File: config.mk
export PLATFORM = sky130hd
export DESIGN_NAME = s386_event_capture
export DESIGN_NICKNAME = d
export VERILOG_FILES = /design/src/rtl/s386_event_capture.sv
export SDC_FILE = /design/constraint.sdc
export NUM_CORES = 1
export LEC_CHECK = 0
export CORE_ASPECT_RATIO = 0.75
export CORE_UTILIZATION = 60
export DETAILED_ROUTE_END_ITERATION = 10
export PLACE_DENSITY = 0.85
export SLEW_MARGIN = 20
export SYNTH_ARGS = -nofsm -noshare
export SYNTH_HDL_FRONTEND = slang
export SYNTH_SLANG_ARGS = --single-unit
File: constraint.sdc
create_clock -name CK -period 5.75 [get_ports CK]
set_clock_uncertainty 0.1 [all_clocks]
set_input_delay 1.15 -clock CK [delete_from_list [all_inputs] [get_ports CK]]
set_output_delay 1.15 -clock CK [all_outputs]
set_load 0.02 [all_outputs]
File: src/rtl/s386_event_capture.sv
// Change-detecting observer for the s386 output vector: timestamps each change and queues it in a FIFO.
// Optional S386_CAPTURE_MASK_EN adds cap_mask to select which bits can trigger an event.
module s386_event_capture #(
    parameter int unsigned DATA_W = 7,
    parameter int unsigned TS_W   = 10,
    parameter int unsigned DEPTH  = 8
) (
    input  logic                     CK,
    input  logic                     RST,
    input  logic                     cap_en,
    input  logic [DATA_W-1:0]        obs_d,
`ifdef S386_CAPTURE_MASK_EN
    input  logic [DATA_W-1:0]        cap_mask,
`endif
    output logic                     ev_valid,
    input  logic                     ev_ready,
    output logic [TS_W+DATA_W-1:0]   ev_data,
    output logic [$clog2(DEPTH):0]   fifo_level,
    output logic                     overflow,
    output logic [7:0]               drop_cnt
);

    localparam int unsigned AW = $clog2(DEPTH);
    localparam int unsigned EW = TS_W + DATA_W;

    typedef enum logic [1:0] {
        IDLE,
        PRIME,
        RUN
    } state_t;

    state_t            state, state_nx;
    logic [TS_W-1:0]   ts, ts_nx;
    logic [DATA_W-1:0] last, last_nx;
    logic [DATA_W-1:0] mask;
    logic              change;
    logic              push_req;

    logic [EW-1:0]     mem [DEPTH];
    logic [AW-1:0]     wr_ptr, rd_ptr;
    logic [AW:0]       count;
    logic              full, pop, do_push, drop;

`ifdef S386_CAPTURE_MASK_EN
    assign mask = cap_mask;
`else
    assign mask = '1;
`endif

    assign change = |((obs_d ^ last) & mask);

    always_ff @(posedge CK) begin
        if (RST) begin
            state <= IDLE;
            ts    <= '0;
            last  <= '0;
        end else begin
            state <= state_nx;
            ts    <= ts_nx;
            last  <= last_nx;
        end
    end

    // Leaving PRIME/RUN freezes ts and last; the exit edge never pushes.
    always_comb begin
        state_nx = state;
        ts_nx    = ts;
        last_nx  = last;
        push_req = 1'b0;
        case (state)
            IDLE: begin
                if (cap_en) begin
                    state_nx = PRIME;
                    ts_nx    = '0;
                end
            end
            PRIME: begin
                if (!cap_en) begin
                    state_nx = IDLE;
                end else begin
                    last_nx  = obs_d;
                    ts_nx    = ts + TS_W'(1);
                    state_nx = RUN;
                end
            end
            RUN: begin
                if (!cap_en) begin
                    state_nx = IDLE;
                end else begin
                    last_nx  = obs_d;
                    ts_nx    = ts + TS_W'(1);
                    push_req = change;
                end
            end
            default: state_nx = IDLE;
        endcase
    end

    assign ev_valid   = (count != '0);
    assign full       = (count == (AW+1)'(DEPTH));
    assign pop        = ev_valid && ev_ready;
    // A full FIFO still accepts a push when the head leaves on the same edge.
    assign do_push    = push_req && (!full || pop);
    assign drop       = push_req && full && !pop;
    assign ev_data    = ev_valid ? mem[rd_ptr] : '0;
    assign fifo_level = count;

    always_ff @(posedge CK) begin
        if (!RST && do_push) begin
            mem[wr_ptr] <= {ts, obs_d};
        end
    end

    always_ff @(posedge CK) begin
        if (RST) begin
            wr_ptr   <= '0;
            rd_ptr   <= '0;
            count    <= '0;
            overflow <= 1'b0;
            drop_cnt <= '0;
        end else begin
            if (do_push) begin
                wr_ptr <= wr_ptr + AW'(1);
            end
            if (pop) begin
                rd_ptr <= rd_ptr + AW'(1);
            end
            case ({do_push, pop})
                2'b10:   count <= count + (AW+1)'(1);
                2'b01:   count <= count - (AW+1)'(1);
                default: count <= count;
            endcase
            if (drop) begin
                overflow <= 1'b1;
                if (drop_cnt != 8'hFF) begin
                    drop_cnt <= drop_cnt + 8'd1;
                end
            end
        end
    end

endmodule

==> metrics <==
r2r setup slk=2.48 ns; clk sinks=177; Tmin final=4.332 ns; post-CTS sizing=0; clk slew on worst S/H paths=0.06 ns; first-pass GRT wire length=23650 um; row cnt=34; placed insts=676; crit path max fanout=27; Hold Path Sink=overflow; area share of the largest cell type after synthesis=55.30%; DPL Wire Length=9415 um; Yosys top cell by area=edfxtp_1; CTS Buf Count=17; vias after detailed routing=4301; final setup TNS=0 ns; filler cell count in the final layout=738; synth warn=0; r2r endpoint=fifo_level[3]; sequential fraction of the synthesis area=66.42%; global-route usage over all layers=25.97%; status=complete, no violations; largest net degree at the start of global routing=49; cell area after synthesis=7385 sq um; Net Count, Synth=499; RSZ-0062 raised after global routing=false; Root Buffer=clkbuf_16; Initial Util=62.67%; async set or reset register ratio after synthesis=0%; worst hold stages=2; measured slew at the worst slew-check pin=0.9769 ns; die area=12760 sq um; VDD IR max=202.5 uV; share of layout cells above drive strength 1=20.37%; Placed Area=8049 sq um; FF+latch area=4907 sq um; clock tree buffer depth=2; GRT overflow=0; Leak=2.811 nW; total iterations of the first detailed-routing run=5; Worst R2R Start=fifo_level[0]; Slew headroom=34.87%; H-tree depth=4; Tcrit/Tclk final=75.34%; Seq cells post-synth=177; antenna diode count=0; HP Class=reg2reg; Finished Layout Cells=707; Post-CTS Setup Bufs=0; Startpoint Class=flip-flop; CTS tree=done; io pins=42; Crit Path Category=reg2out; crit path DAT=3.08 ns; initial antenna violation count=0; CTS Hold Bufs=0; CP endpoint kind=output port; Reg2Reg Depth=10; I/O Buffers=41; Distinct cells, synth=53; Cell Pwr Density=369.4 nW/um^2; Required @ worst endpoint=4.50 ns; vias in the first global route=4449; Routability Congestion=0.8718; Final Max Tran Viols=0; Clock Latency Late Sink=0.43 ns; footprint of the multi-input gates=2399 sq um; ys flop type=edfxtp_1; max cap viols=0; Highest Clock Rate=230.8 MHz; mean post-synth cell area=15.45 sq um; synth top area cells=edfxtp_1, dfxtp_1, mux4_2; Final Setup Violations=0; synthesis-to-layout area growth=16.77%; final instance area=8623 sq um; hold path startpoint=overflow; Final Hold Vio Count=0; number of synthesized flops with an enable pin=136; worst hold slack=0.3834 ns; number of DRC markers in iteration 0=315; die outline width=130.1 um; Gate Count Post-Synth=478; core area=11780 sq um; vias per cell=6.083; Antenna Nets Post-Route=0; Power, Total=3.186 mW; routed length per instance=20.77 um; Remaining DRCs=0; Final nets=554; Die Y=98.08 um; routed wire length=14690 um
[power breakdown]
group	switching [mW]	internal, mW	total (mW)
clock network	0.513	0.611	1.12
registers	0.0697	1.39	1.46
logic	0.304	0.303	0.607
[sequential cells by signal (all words and copies together) (netlist names), named ones only]
signal,count
mem,136
ts,10
drop_cnt,8
last,7
fifo_level,4
rd_ptr,3
wr_ptr,3
state,2
overflow,1
[cell usage in the layout, fill, tap and decap left out, drive strengths merged, types with 4 or more instances in the layout]
cell | netlist | final
edfxtp | 136 | 136
nor2 | 49 | 49
clkdlybuf4s50 | 0 | 41
dfxtp | 41 | 41
nand2 | 37 | 37
mux4 | 34 | 34
a21oi | 23 | 23
mux2i | 19 | 19
clkbuf | 10 | 17
inv | 9 | 17
nand3 | 13 | 13
buf | 8 | 13
mux2 | 12 | 12
ha | 9 | 9
and3 | 8 | 8
o21ai | 8 | 8
nor3 | 8 | 8
xor2 | 6 | 6
nor2b | 5 | 5
and2 | 5 | 5
xnor2 | 4 | 4
a22oi | 4 | 4
[cells in the mapped netlist (2+ instances only)]
master     number
or3_1           2
buf_1           2
mux2_4          4
edfxtp_1      136
inv_1           8
buf_2           6
nand4_1         3
mux2_2          6
clkbuf_1       10
nand3b_1        2
nor2b_1         5
xor2_1          3
or4_1           2
mux2_1          2
mux4_2         34
dfxtp_1        41
o21ai_0         7
a21oi_1        22
nand3_1        13
nor3_4          2
nor2_1         49
and3_1          8
a22oi_1         4
mux2i_1        19
and4_1          2
nand2_1        37
xnor2_1         4
and2_1          3
o31ai_1         2
a2111oi_0       2
xor2_2          3
nor3_1          6
ha_1            9
[worst max-delay path: stages, from the launching register on]
cell             delay [ns]
dfxtp_2                0.97
buf_4                  0.35
mux4_2                 0.52
mux2i_1                0.18
nor2_1                 0.06
clkdlybuf4s50_1        0.57
[how the worst max path moves through the flow]
| stage | from | endpoint | slack, ns | cells past startpoint |
|---|---|---|---|---|
| floorplan | obs_d[6] | mem[0][0] | 1.44 | 5 |
| global placement | obs_d[2] | fifo_level[3] | 1.36 | 12 |
| detailed placement | obs_d[0] | fifo_level[3] | 1.16 | 12 |
| CTS | flip-flop | ev_data[7] | 1.33 | 5 |
| global route | flip-flop | ev_data[12] | 1.16 | 5 |
| finish | flip-flop | ev_data[7] | 1.42 | 5 |
[cell families after synthesis]
logic type | share of synthesized area (%)
flip-flops | 66.42
AND/OR/NAND/NOR | 9.844
multiplexers | 14.98
AO/OA/AOI/OAI | 3.999
buffers and inverters | 1.474
XOR/XNOR | 1.491
adder cells (fa/ha/maj) | 1.796
[metrics by stage]
stage,setup WS [ns],utilization [%]
3_3_place_gp,1.359,68.31
6_report,1.418,73.18
2_1_floorplan,1.440,-
4_1_cts,1.325,73.17
5_1_grt,1.160,73.18
3_5_place_dp,1.165,68.31
[cell type report]
class,count,area share [%]
flip-flops and latches,177,56.91
multi-input cells,274,27.81
repair buffers,54,5.891
clock buffers,17,4.933
well taps,162,2.351
clock inverters,14,1.712
inverters,9,0.3918
[metal layers]
metal / GRT usage, % / wire length (um)
met5: 0 / 0
met4: 10.47 / 250
met3: 7.014 / 883
met2: 41.37 / 7428
met1: 34.11 / 6123
Note: power is estimated with default switching activity, not from simulation.
